[config.mk]
export PLATFORM = sky130hd
export DESIGN_NAME = axi_burst_sequencer_flat
export DESIGN_NICKNAME = d
export VERILOG_FILES = /design/src/rtl/axi_burst_sequencer_if.sv /design/src/rtl/axi_burst_sequencer.sv /design/src/flat_wrapper.sv
export SDC_FILE = /design/constraint.sdc
export NUM_CORES = 1
export LEC_CHECK = 0
export CAP_MARGIN = 10
export CORE_MARGIN = 2
export CORE_UTILIZATION = 55
export CTS_BUF_LIST = sky130_fd_sc_hd__clkbuf_4
export DETAILED_ROUTE_END_ITERATION = 6
export PLACE_DENSITY = 0.79
export SYNTH_ARGS = -nofsm -noshare
export SYNTH_HDL_FRONTEND = slang
export SYNTH_SLANG_ARGS = --single-unit
[constraint.sdc]
create_clock -name ACLK -period 4.28 [get_ports ACLK]
set_input_delay 1.284 -clock ACLK [delete_from_list [all_inputs] [get_ports ACLK]]
set_output_delay 1.284 -clock ACLK [all_outputs]
set_load 0.005 [all_outputs]
[src/rtl/axi_burst_sequencer_if.sv]
// Command and beat signal bundle for axi_burst_sequencer.
// The slave modport is the sequencer side; the master modport is the command source / beat sink.
interface axi_burst_sequencer_if #(
   parameter int unsigned BITSIZE64 = 0
);
   localparam int unsigned BeW = (BITSIZE64 != 0) ? 8 : 16;

   logic           CMD_VALID;
   logic           CMD_READY;
   logic [11:0]    CMD_ADDR;
   logic [7:0]     CMD_LEN;
   logic [2:0]     CMD_SIZE;
   logic [1:0]     CMD_BURST;
   logic           BEAT_VALID;
   logic           BEAT_READY;
   logic [11:0]    BEAT_ADDR;
   logic [BeW-1:0] BEAT_BE;
   logic           BEAT_LAST;
   logic           BEAT_ERR;
   logic           BUSY;

   modport slave (
      input  CMD_VALID, CMD_ADDR, CMD_LEN, CMD_SIZE, CMD_BURST, BEAT_READY,
      output CMD_READY, BEAT_VALID, BEAT_ADDR, BEAT_BE, BEAT_LAST, BEAT_ERR, BUSY
   );

   modport master (
      output CMD_VALID, CMD_ADDR, CMD_LEN, CMD_SIZE, CMD_BURST, BEAT_READY,
      input  CMD_READY, BEAT_VALID, BEAT_ADDR, BEAT_BE, BEAT_LAST, BEAT_ERR, BUSY
   );
endinterface

[src/rtl/axi_burst_sequencer.sv]
// Expands one AXI-style burst command (FIXED/INCR/WRAP) into per-beat addresses and byte enables.
// Illegal commands still emit LEN+1 flagged beats so downstream beat counts stay matched.
module axi_burst_sequencer #(
   parameter int unsigned BITSIZE64 = 0
) (
   input logic                   ACLK,
   input logic                   ARESETn,
   axi_burst_sequencer_if.slave  bus
);
   localparam int unsigned BeW      = (BITSIZE64 != 0) ? 8 : 16;
   localparam logic [2:0]  MaxSize  = (BITSIZE64 != 0) ? 3'd3 : 3'd4;
   localparam logic [11:0] LaneMask = 12'(BeW - 1);

   localparam logic [1:0] BurstFixed = 2'b00;
   localparam logic [1:0] BurstWrap  = 2'b10;
   localparam logic [1:0] BurstRsvd  = 2'b11;

   typedef enum logic [1:0] {StIdle, StRun, StErr} state_e;

   state_e      state_q, state_d;
   logic [11:0] addr_q, addr_d;
   logic [11:0] start_q, start_d;
   logic [7:0]  cnt_q, cnt_d;
   logic [7:0]  len_q, len_d;
   logic [2:0]  size_q, size_d;
   logic [1:0]  burst_q, burst_d;
   logic        init_q;

   logic        cmd_ready, cmd_fire, beat_valid, beat_fire, cmd_illegal, wrap_len_ok;
   logic [11:0] beat_bytes, incr_addr, wrap_mask, wrap_addr, next_addr;
   logic [31:0] lane_ones, be_shift;
   logic [BeW-1:0] beat_be;

   assign cmd_ready  = (state_q == StIdle) && init_q;
   assign cmd_fire   = bus.CMD_VALID && cmd_ready;
   assign beat_valid = (state_q != StIdle);
   assign beat_fire  = beat_valid && bus.BEAT_READY;

   assign wrap_len_ok = (bus.CMD_LEN == 8'd1) || (bus.CMD_LEN == 8'd3) ||
                        (bus.CMD_LEN == 8'd7) || (bus.CMD_LEN == 8'd15);
   assign cmd_illegal = (bus.CMD_BURST == BurstRsvd) || (bus.CMD_SIZE > MaxSize) ||
                        ((bus.CMD_BURST == BurstWrap) && !wrap_len_ok);

   // Aligned increment; WRAP keeps the span base from the start address and the offset from
   // the increment, which folds back to the base exactly when the upper boundary is reached.
   assign beat_bytes = 12'd1 << size_q;
   assign incr_addr  = (addr_q & ~(beat_bytes - 12'd1)) + beat_bytes;
   assign wrap_mask  = ((12'(len_q) + 12'd1) << size_q) - 12'd1;
   assign wrap_addr  = (start_q & ~wrap_mask) | (incr_addr & wrap_mask);

   always_comb begin
      next_addr = incr_addr;
      if (burst_q == BurstFixed) begin
         next_addr = addr_q;
      end else if (burst_q == BurstWrap) begin
         next_addr = wrap_addr;
      end
   end

   assign lane_ones = (32'd1 << (32'd1 << size_q)) - 32'd1;
   assign be_shift  = lane_ones << (addr_q & LaneMask);

   always_comb begin
      beat_be = '0;
      if (state_q == StRun) begin
         beat_be = (size_q == MaxSize) ? '1 : be_shift[BeW-1:0];
      end
   end

   always_comb begin
      state_d = state_q;
      addr_d  = addr_q;
      start_d = start_q;
      cnt_d   = cnt_q;
      len_d   = len_q;
      size_d  = size_q;
      burst_d = burst_q;
      unique case (state_q)
         StIdle: begin
            if (cmd_fire) begin
               state_d = cmd_illegal ? StErr : StRun;
               addr_d  = bus.CMD_ADDR;
               start_d = bus.CMD_ADDR;
               cnt_d   = bus.CMD_LEN;
               len_d   = bus.CMD_LEN;
               size_d  = bus.CMD_SIZE;
               burst_d = bus.CMD_BURST;
            end
         end
         StRun, StErr: begin
            if (beat_fire) begin
               if (cnt_q == 8'd0) begin
                  state_d = StIdle;
               end else begin
                  cnt_d = cnt_q - 8'd1;
                  if (state_q == StRun) begin
                     addr_d = next_addr;
                  end
               end
            end
         end
         default: state_d = StIdle;
      endcase
   end

   always_ff @(posedge ACLK or negedge ARESETn) begin
      if (!ARESETn) begin
         state_q <= StIdle;
         addr_q  <= '0;
         start_q <= '0;
         cnt_q   <= '0;
         len_q   <= '0;
         size_q  <= '0;
         burst_q <= '0;
         init_q  <= 1'b0;
      end else begin
         state_q <= state_d;
         addr_q  <= addr_d;
         start_q <= start_d;
         cnt_q   <= cnt_d;
         len_q   <= len_d;
         size_q  <= size_d;
         burst_q <= burst_d;
         init_q  <= 1'b1;
      end
   end

   assign bus.CMD_READY  = cmd_ready;
   assign bus.BEAT_VALID = beat_valid;
   assign bus.BEAT_ADDR  = addr_q;
   assign bus.BEAT_BE    = beat_be;
   assign bus.BEAT_LAST  = beat_valid && (cnt_q == 8'd0);
   assign bus.BEAT_ERR   = (state_q == StErr);
   assign bus.BUSY       = beat_valid;
endmodule
[src/flat_wrapper.sv]
// flat-port wrapper written by rule: the top's interface ports become plain ports
module axi_burst_sequencer_flat 
#(
   parameter int unsigned BITSIZE64 = 0
)
  (ACLK, ARESETn, bus_CMD_VALID, bus_CMD_ADDR, bus_CMD_LEN, bus_CMD_SIZE, bus_CMD_BURST, bus_BEAT_READY, bus_CMD_READY, bus_BEAT_VALID, bus_BEAT_ADDR, bus_BEAT_BE, bus_BEAT_LAST, bus_BEAT_ERR, bus_BUSY);
  axi_burst_sequencer_if #(.BITSIZE64(BITSIZE64)) bus_i ();
  input logic ACLK;
  input logic ARESETn;
  input wire logic [$bits(bus_i.CMD_VALID)-1:0] bus_CMD_VALID;
  input wire logic [$bits(bus_i.CMD_ADDR)-1:0] bus_CMD_ADDR;
  input wire logic [$bits(bus_i.CMD_LEN)-1:0] bus_CMD_LEN;
  input wire logic [$bits(bus_i.CMD_SIZE)-1:0] bus_CMD_SIZE;
  input wire logic [$bits(bus_i.CMD_BURST)-1:0] bus_CMD_BURST;
  input wire logic [$bits(bus_i.BEAT_READY)-1:0] bus_BEAT_READY;
  output wire logic [$bits(bus_i.CMD_READY)-1:0] bus_CMD_READY;
  output wire logic [$bits(bus_i.BEAT_VALID)-1:0] bus_BEAT_VALID;
  output wire logic [$bits(bus_i.BEAT_ADDR)-1:0] bus_BEAT_ADDR;
  output wire logic [$bits(bus_i.BEAT_BE)-1:0] bus_BEAT_BE;
  output wire logic [$bits(bus_i.BEAT_LAST)-1:0] bus_BEAT_LAST;
  output wire logic [$bits(bus_i.BEAT_ERR)-1:0] bus_BEAT_ERR;
  output wire logic [$bits(bus_i.BUSY)-1:0] bus_BUSY;
  assign bus_i.CMD_VALID = bus_CMD_VALID;
  assign bus_i.CMD_ADDR = bus_CMD_ADDR;
  assign bus_i.CMD_LEN = bus_CMD_LEN;
  assign bus_i.CMD_SIZE = bus_CMD_SIZE;
  assign bus_i.CMD_BURST = bus_CMD_BURST;
  assign bus_i.BEAT_READY = bus_BEAT_READY;
  assign bus_CMD_READY = bus_i.CMD_READY;
  assign bus_BEAT_VALID = bus_i.BEAT_VALID;
  assign bus_BEAT_ADDR = bus_i.BEAT_ADDR;
  assign bus_BEAT_BE = bus_i.BEAT_BE;
  assign bus_BEAT_LAST = bus_i.BEAT_LAST;
  assign bus_BEAT_ERR = bus_i.BEAT_ERR;
  assign bus_BUSY = bus_i.BUSY;
  axi_burst_sequencer #(.BITSIZE64(BITSIZE64)) u_core (.ACLK(ACLK), .ARESETn(ARESETn), .bus(bus_i));
endmodule
# ---- After elaboration in Yosys (flattened, before gate mapping)
# Cells that the tools add are included.
dict set report totals {
  regBits 48
  inputBits 29
  out_inout_bits 33
  elab_cells 81
}
dict set report classes {
  n_addsub 6
  n_lt_le_gt_ge 1
  n_eq_ne 16
  n_shift 5
  muxes 18
  bitwise 6
  n_reduce_logical 21
}
# op count
set ops {}
lappend ops {{two-way mux 12 bit} 6}
lappend ops {{AND 12 bit} 3}
lappend ops {{two-way mux 16 bit} 2}
lappend ops {{left shift 1 x 3 -> 32 bit (first input constant)} 1}
lappend ops {{left shift 1 x 32 -> 32 bit (first input constant)} 1}
lappend ops {{left shift 32 x 4 -> 16 bit} 1}
lappend ops {{subtractor 32 x 1 -> 32 bit (second input constant)} 1}
lappend ops {{two-way mux 8 bit} 3}
lappend ops {{NOT 12 bit} 2}
lappend ops {{one-hot mux 12 bit (2 select lines)} 1}
lappend ops {{subtractor 12 x 1 -> 12 bit (second input constant)} 2}
lappend ops {{one-hot mux 8 bit (2 select lines)} 1}
lappend ops {{adder 12 bit} 1}
lappend ops {{OR 12 bit} 1}
lappend ops {{left shift 1 x 3 -> 12 bit (first input constant)} 1}
lappend ops {{left shift 12 x 3 -> 12 bit} 1}
lappend ops {{adder 8 x 1 -> 9 bit (second input constant)} 1}
lappend ops {{== test 2 bit (second input constant)} 4}
lappend ops {{== test 8 x 1 -> 1 bit (second input constant)} 1}
lappend ops {{== test 8 x 2 -> 1 bit (second input constant)} 1}
lappend ops {{== test 8 x 3 -> 1 bit (second input constant)} 1}
lappend ops {{== test 8 x 4 -> 1 bit (second input constant)} 1}
lappend ops {{logical NOT 8 bit} 1}
lappend ops {{two-way mux 2 bit} 4}
lappend ops {{other kinds (17)} 31}

# ---- Logic depth before layout (Yosys ltp)
dict set report logic_depth {
  word_depth 13
  mapped_depth 16
  depth_no_buf 13
}

# ---- Worst setup path before layout
# No wires, ideal clock.
dict set report synth_timing {
  path_kind {register to output}
  start {reg u_core.size_q[1]}
  end {out bus_BEAT_BE[8]}
  arrival_ns 2.444
  required_ns 2.996
  path_slack_ns 0.552
  path_stages_with_launch 14
  path_buffers 3
  cell_sequence {dfrtp_1 buf_2 nor2_1 buf_2 nand2_1 ha_1 clkbuf_1 o21ai_0 o221ai_1 nor2_1 a21oi_1 o21ai_0 nor2_1 o31a_1}
}
dict set report synth_via {
  elab_chain_cells 6
  word_cells_on_any_way 7
  classes_between {1 x add/sub; 1 x eq/ne; 3 x shift; 2 x mux}
}
# element line_no
set synth_lines {}
lappend synth_lines {{from (decl)} axi_burst_sequencer.sv:25} ;# logic [2:0] size_q, size_d;
lappend synth_lines {{from (signal assigned)} axi_burst_sequencer.sv:122} ;# size_q <= size_d;
lappend synth_lines {{left shift 1 x 3 -> 32 bit} axi_burst_sequencer.sv:60} ;# assign lane_ones = (32'd1 << (32'd1 << size_q)) - 32'd1;
lappend synth_lines {{left shift 1 x 32 -> 32 bit} axi_burst_sequencer.sv:60}
lappend synth_lines {{subtractor 32 x 1 -> 32 bit} axi_burst_sequencer.sv:60}
lappend synth_lines {{left shift 32 x 4 -> 16 bit} axi_burst_sequencer.sv:61} ;# assign be_shift = lane_ones << (addr_q & LaneMask);
lappend synth_lines {{two-way mux 16 bit (*)} axi_burst_sequencer.sv:66} ;# beat_be = (size_q == MaxSize) ? '1 : be_shift[BeW-1:0];
lappend synth_lines {{two-way mux 16 bit (*)} axi_burst_sequencer.sv:65} ;# if (state_q == StRun) begin
lappend synth_lines {{to (decl)} flat_wrapper.sv:19} ;# output wire logic [$bits(bus_i.BEAT_BE)-1:0] bus_BEAT_BE;
# Mark *: on every way between the ends. The rest lies on a longest branch, timed or not.

# ---- Final worst setup path
dict set report layout_timing {
  start {reg u_core.size_q[2]}
  end {out bus_BEAT_BE[8]}
}
# The elaborated chain is that of the path after synthesis.

==> results_dict.tcl <==
set metrics [dict create \
    status "finished, final reports clean" \
    hp-class "register to register" \
    root_buffer "clkbuf_4" \
    initial_utilization_pct 56.2 \
    place_inst 711 \
    syn_inst 574 \
    worstMarginPinSlew_ns 1.04 \
    synth-main-ff-cell "dfrtp_1" \
    hold_viol 0 \
    worst_hold_slack_ns 0.525 \
    yosys_register_bits 48 \
    synth_xor_area_share_pct 3.43 \
    detail_route.wl_per_cell_um 18.4 \
    core.rowCount 33 \
    p_comb_share_pct 75.6 \
    vdd_drop_max_mv 0.419 \
    max_cap_viol_count 0 \
    fmax_mhz 239 \
    setup_slack_ns 0.0897 \
    period_share_pct 97.9 \
    async_flop_share_pct 100 \
    firstDrtPassIters 5 \
    pre_cts_slack_ns 0.403 \
    diodes 0 \
    synth_commonest_cells "nand2_1 (55), dfrtp_1 (48), o21ai_0 (48)" \
    seqPwrFrac_pct 19.7 \
    synth_most_common_cell "nand2_1" \
    fin_crit_ns 4.19 \
    synth_edf_count 0 \
    nFillCells 708 \
    critPathLaunchType "register" \
    clkSinkCount 48 \
    nets 655 \
    final_layout_size_suffix_gt1_share_pct 14.4 \
    grt_max_degree 52 \
    seqCellArea_sq_um 1200 \
    fp.dieH_um 95.4 \
    max_slew_margin_pct 30.4 \
    setup_violations 0 \
    multiInputGateArea_sq_um 3180 \
    utilization_pct 65.8 \
    synth_cell_types 81 \
    grt_pass1_vias 4540 \
    fin_cells 722 \
    syn_area_sq_um 4590 \
    leakage_nw 2.12 \
    antenna_found_initial 0 \
    cts_tree "done" \
    critPathMaxFanout 11 \
    ys_seq_area_share_pct 26.2 \
    first_iter_violations 528 \
    grt_pass1_wl_um 22100 \
    htree_levels 2 \
    crit_path_end_kind "primary output" \
    grt_use_total_pct 30.2 \
    arrival_ns 2.91 \
    path_class "register to primary output" \
    grt_overflow_total 0 \
    place_congestion 0.942 \
    power_mw 4.83 \
    p_clk_share_pct 4.6 \
    clk_latency_ns 0.38 \
    ys_top_cells_by_area "dfrtp_1 (26%), mux2_2 (6.6%), o21ai_0 (5.2%)" \
    synth.area.mux_share_pct 9.62 \
    dp_hpwl_um 9430 \
    yosysTopAreaCellShare_pct 26.2 \
    numPortBuffers 61 \
    synth_top_family_by_area "compound AO/OA/AOI/OAI gates" \
    vias 4789 \
    power.density_nw_per_um2 898 \
    yosys.area_share.simple_pct 23.6 \
    yosys_warnings 0 \
    rsz0062_at_grt "true" \
    die_x_um 95.4 \
    ant_nets 0 \
    numCtsBuffers 5 \
    post-route-drc-count 0 \
    slew_viol_final 0 \
    clk_pin_slew_worst_paths_ns 0.16 \
    switchingPower_mw 2.53 \
    yosysTopAreaCell "dfrtp_1" \
    die_area_sq_um 9100 \
    avgViaCountPerCell 6.63 \
    cellInternalPower_mw 2.30 \
    skew_ns 0.0178 \
    clk_path_buf_depth 2 \
    totalWireLength_um 13300 \
    core_area_sq_um 8180 \
    synthAdderAreaFrac_pct 2.94 \
    io_pins 62 \
    area_growth_pct 17.2 \
    avgSynthCellArea_sq_um 8.00 \
    sw_frac_of_total_pct 52.4 \
    synth_compound_area_share_pct 28.4 \
    cts_hold_buf 0 \
    crit_required_ns 3.00 \
]
==> layer usage <==
metal / share of wire [%] / wire (um) / track usage [%]
met5: 0 / 0 / 0
met4: 2.9 / 378 / 11.1
met3: 6.5 / 864 / 3.79
met2: 46 / 6160 / 47.2
met1: 44 / 5860 / 42.8
==> path summary, 6_finish.rpt <==
| check | slack [ns] | startpoint | cells after the start | endpoint |
|---|---|---|---|---|
| min | 0.52 | u_core.start_q[10] | 1 | u_core.start_q[10] |
| max in group asynchronous | 2.89 | ARESETn | 2 | u_core.start_q[0] |
| min in group asynchronous | 0.85 | ARESETn | 1 | u_core.cnt_q[0] |
| min reg2reg | 0.52 | u_core.start_q[10] | 1 | u_core.start_q[10] |
| max reg2reg | 0.64 | u_core.size_q[2] | 14 | u_core.bus.BEAT_ADDR[8] |
| max | 0.09 | u_core.size_q[2] | 12 | bus_BEAT_BE[8] |
==> area by class of cell <==
class | instances | share of cell area [%]
clock buffer | 5 | 0.697
clock inverter | 3 | 0.349
inverter | 12 | 0.837
multi-input combinational | 468 | 59.0
sequential | 48 | 22.3
tap | 105 | 2.44
timing repair buffer | 81 | 14.3
==> through the flow <==
step / cell area, sq um / TNS (ns)
2_1_floorplan: 4600 / 0
3_3_place_gp: 5240 / 0
3_5_place_dp: 5240 / 0
4_1_cts: 5310 / 0
5_1_grt: 5380 / -0.121
6_report: 5380 / 0
==> power by group through the flow <==
stage | Combinational [mW] | Sequential (mW) | Clock (mW)
5_1_grt | 3.99 | 0.989 | 0.244
6_report | 3.65 | 0.954 | 0.224
2_1_floorplan | 2.70 | 0.836 | 0
3_3_place_gp | 3.43 | 0.938 | 0
4_1_cts | 3.53 | 0.938 | 0.227
3_5_place_dp | 3.51 | 0.947 | 0
==> placed cells by master, fill, tap and decap left out, drive strengths merged, types with 9 or more instances in the layout <==
cell and instances:
mux2 30, o21a 11, nand2b 9, o211ai 12, a21oi 39, a31oi 10
clkdlybuf4s50 60, nor3 13, o22ai 14, and2 11, nor2 37, inv 10
xnor2 13, dfrtp 48, ha 10, mux2i 10, nand3 18, o21ai 50
nand2 55, buf 21
==> worst max-delay path, cell delays in order (launching register included) <==
cell	delay, ns
dfrtp_1	0.43
nor2_2	0.15
nand2_1	0.11
ha_4	0.20
buf_4	0.18
o21ai_1	0.16
o221ai_1	0.13
nor2_1	0.16
a21oi_2	0.06
o21ai_1	0.14
nor2_1	0.05
o31a_1	0.30
clkdlybuf4s50_1	0.44
==> cell families after synthesis <==
family                   Yosys count
buffers and inverters             59
XOR/XNOR                          18
flip-flops                        48
adder cells (fa/ha/maj)           11
AO/OA/AOI/OAI                    191
AND/OR/NAND/NOR                  206
other                              1
multiplexers                      40
==> flip-flops by register name, summed over array words and instances, names as in the netlist <==
register              flops
u_core.bus.BEAT_ADDR     12
u_core.cnt_q              8
u_core.state_q            2
u_core.size_q             3
u_core.burst_q            2
u_core.start_q           12
u_core.len_q              8
u_core.init_q             1
==> timing repair <==
item / in CTS / in global routing
buffers inserted: 0 / 2
hold endpoints to repair: 0 / 0
endpoints found under the setup margin: 5 / 12
gates resized for setup: 3 / 12
Power figures use the tool's default switching activity.
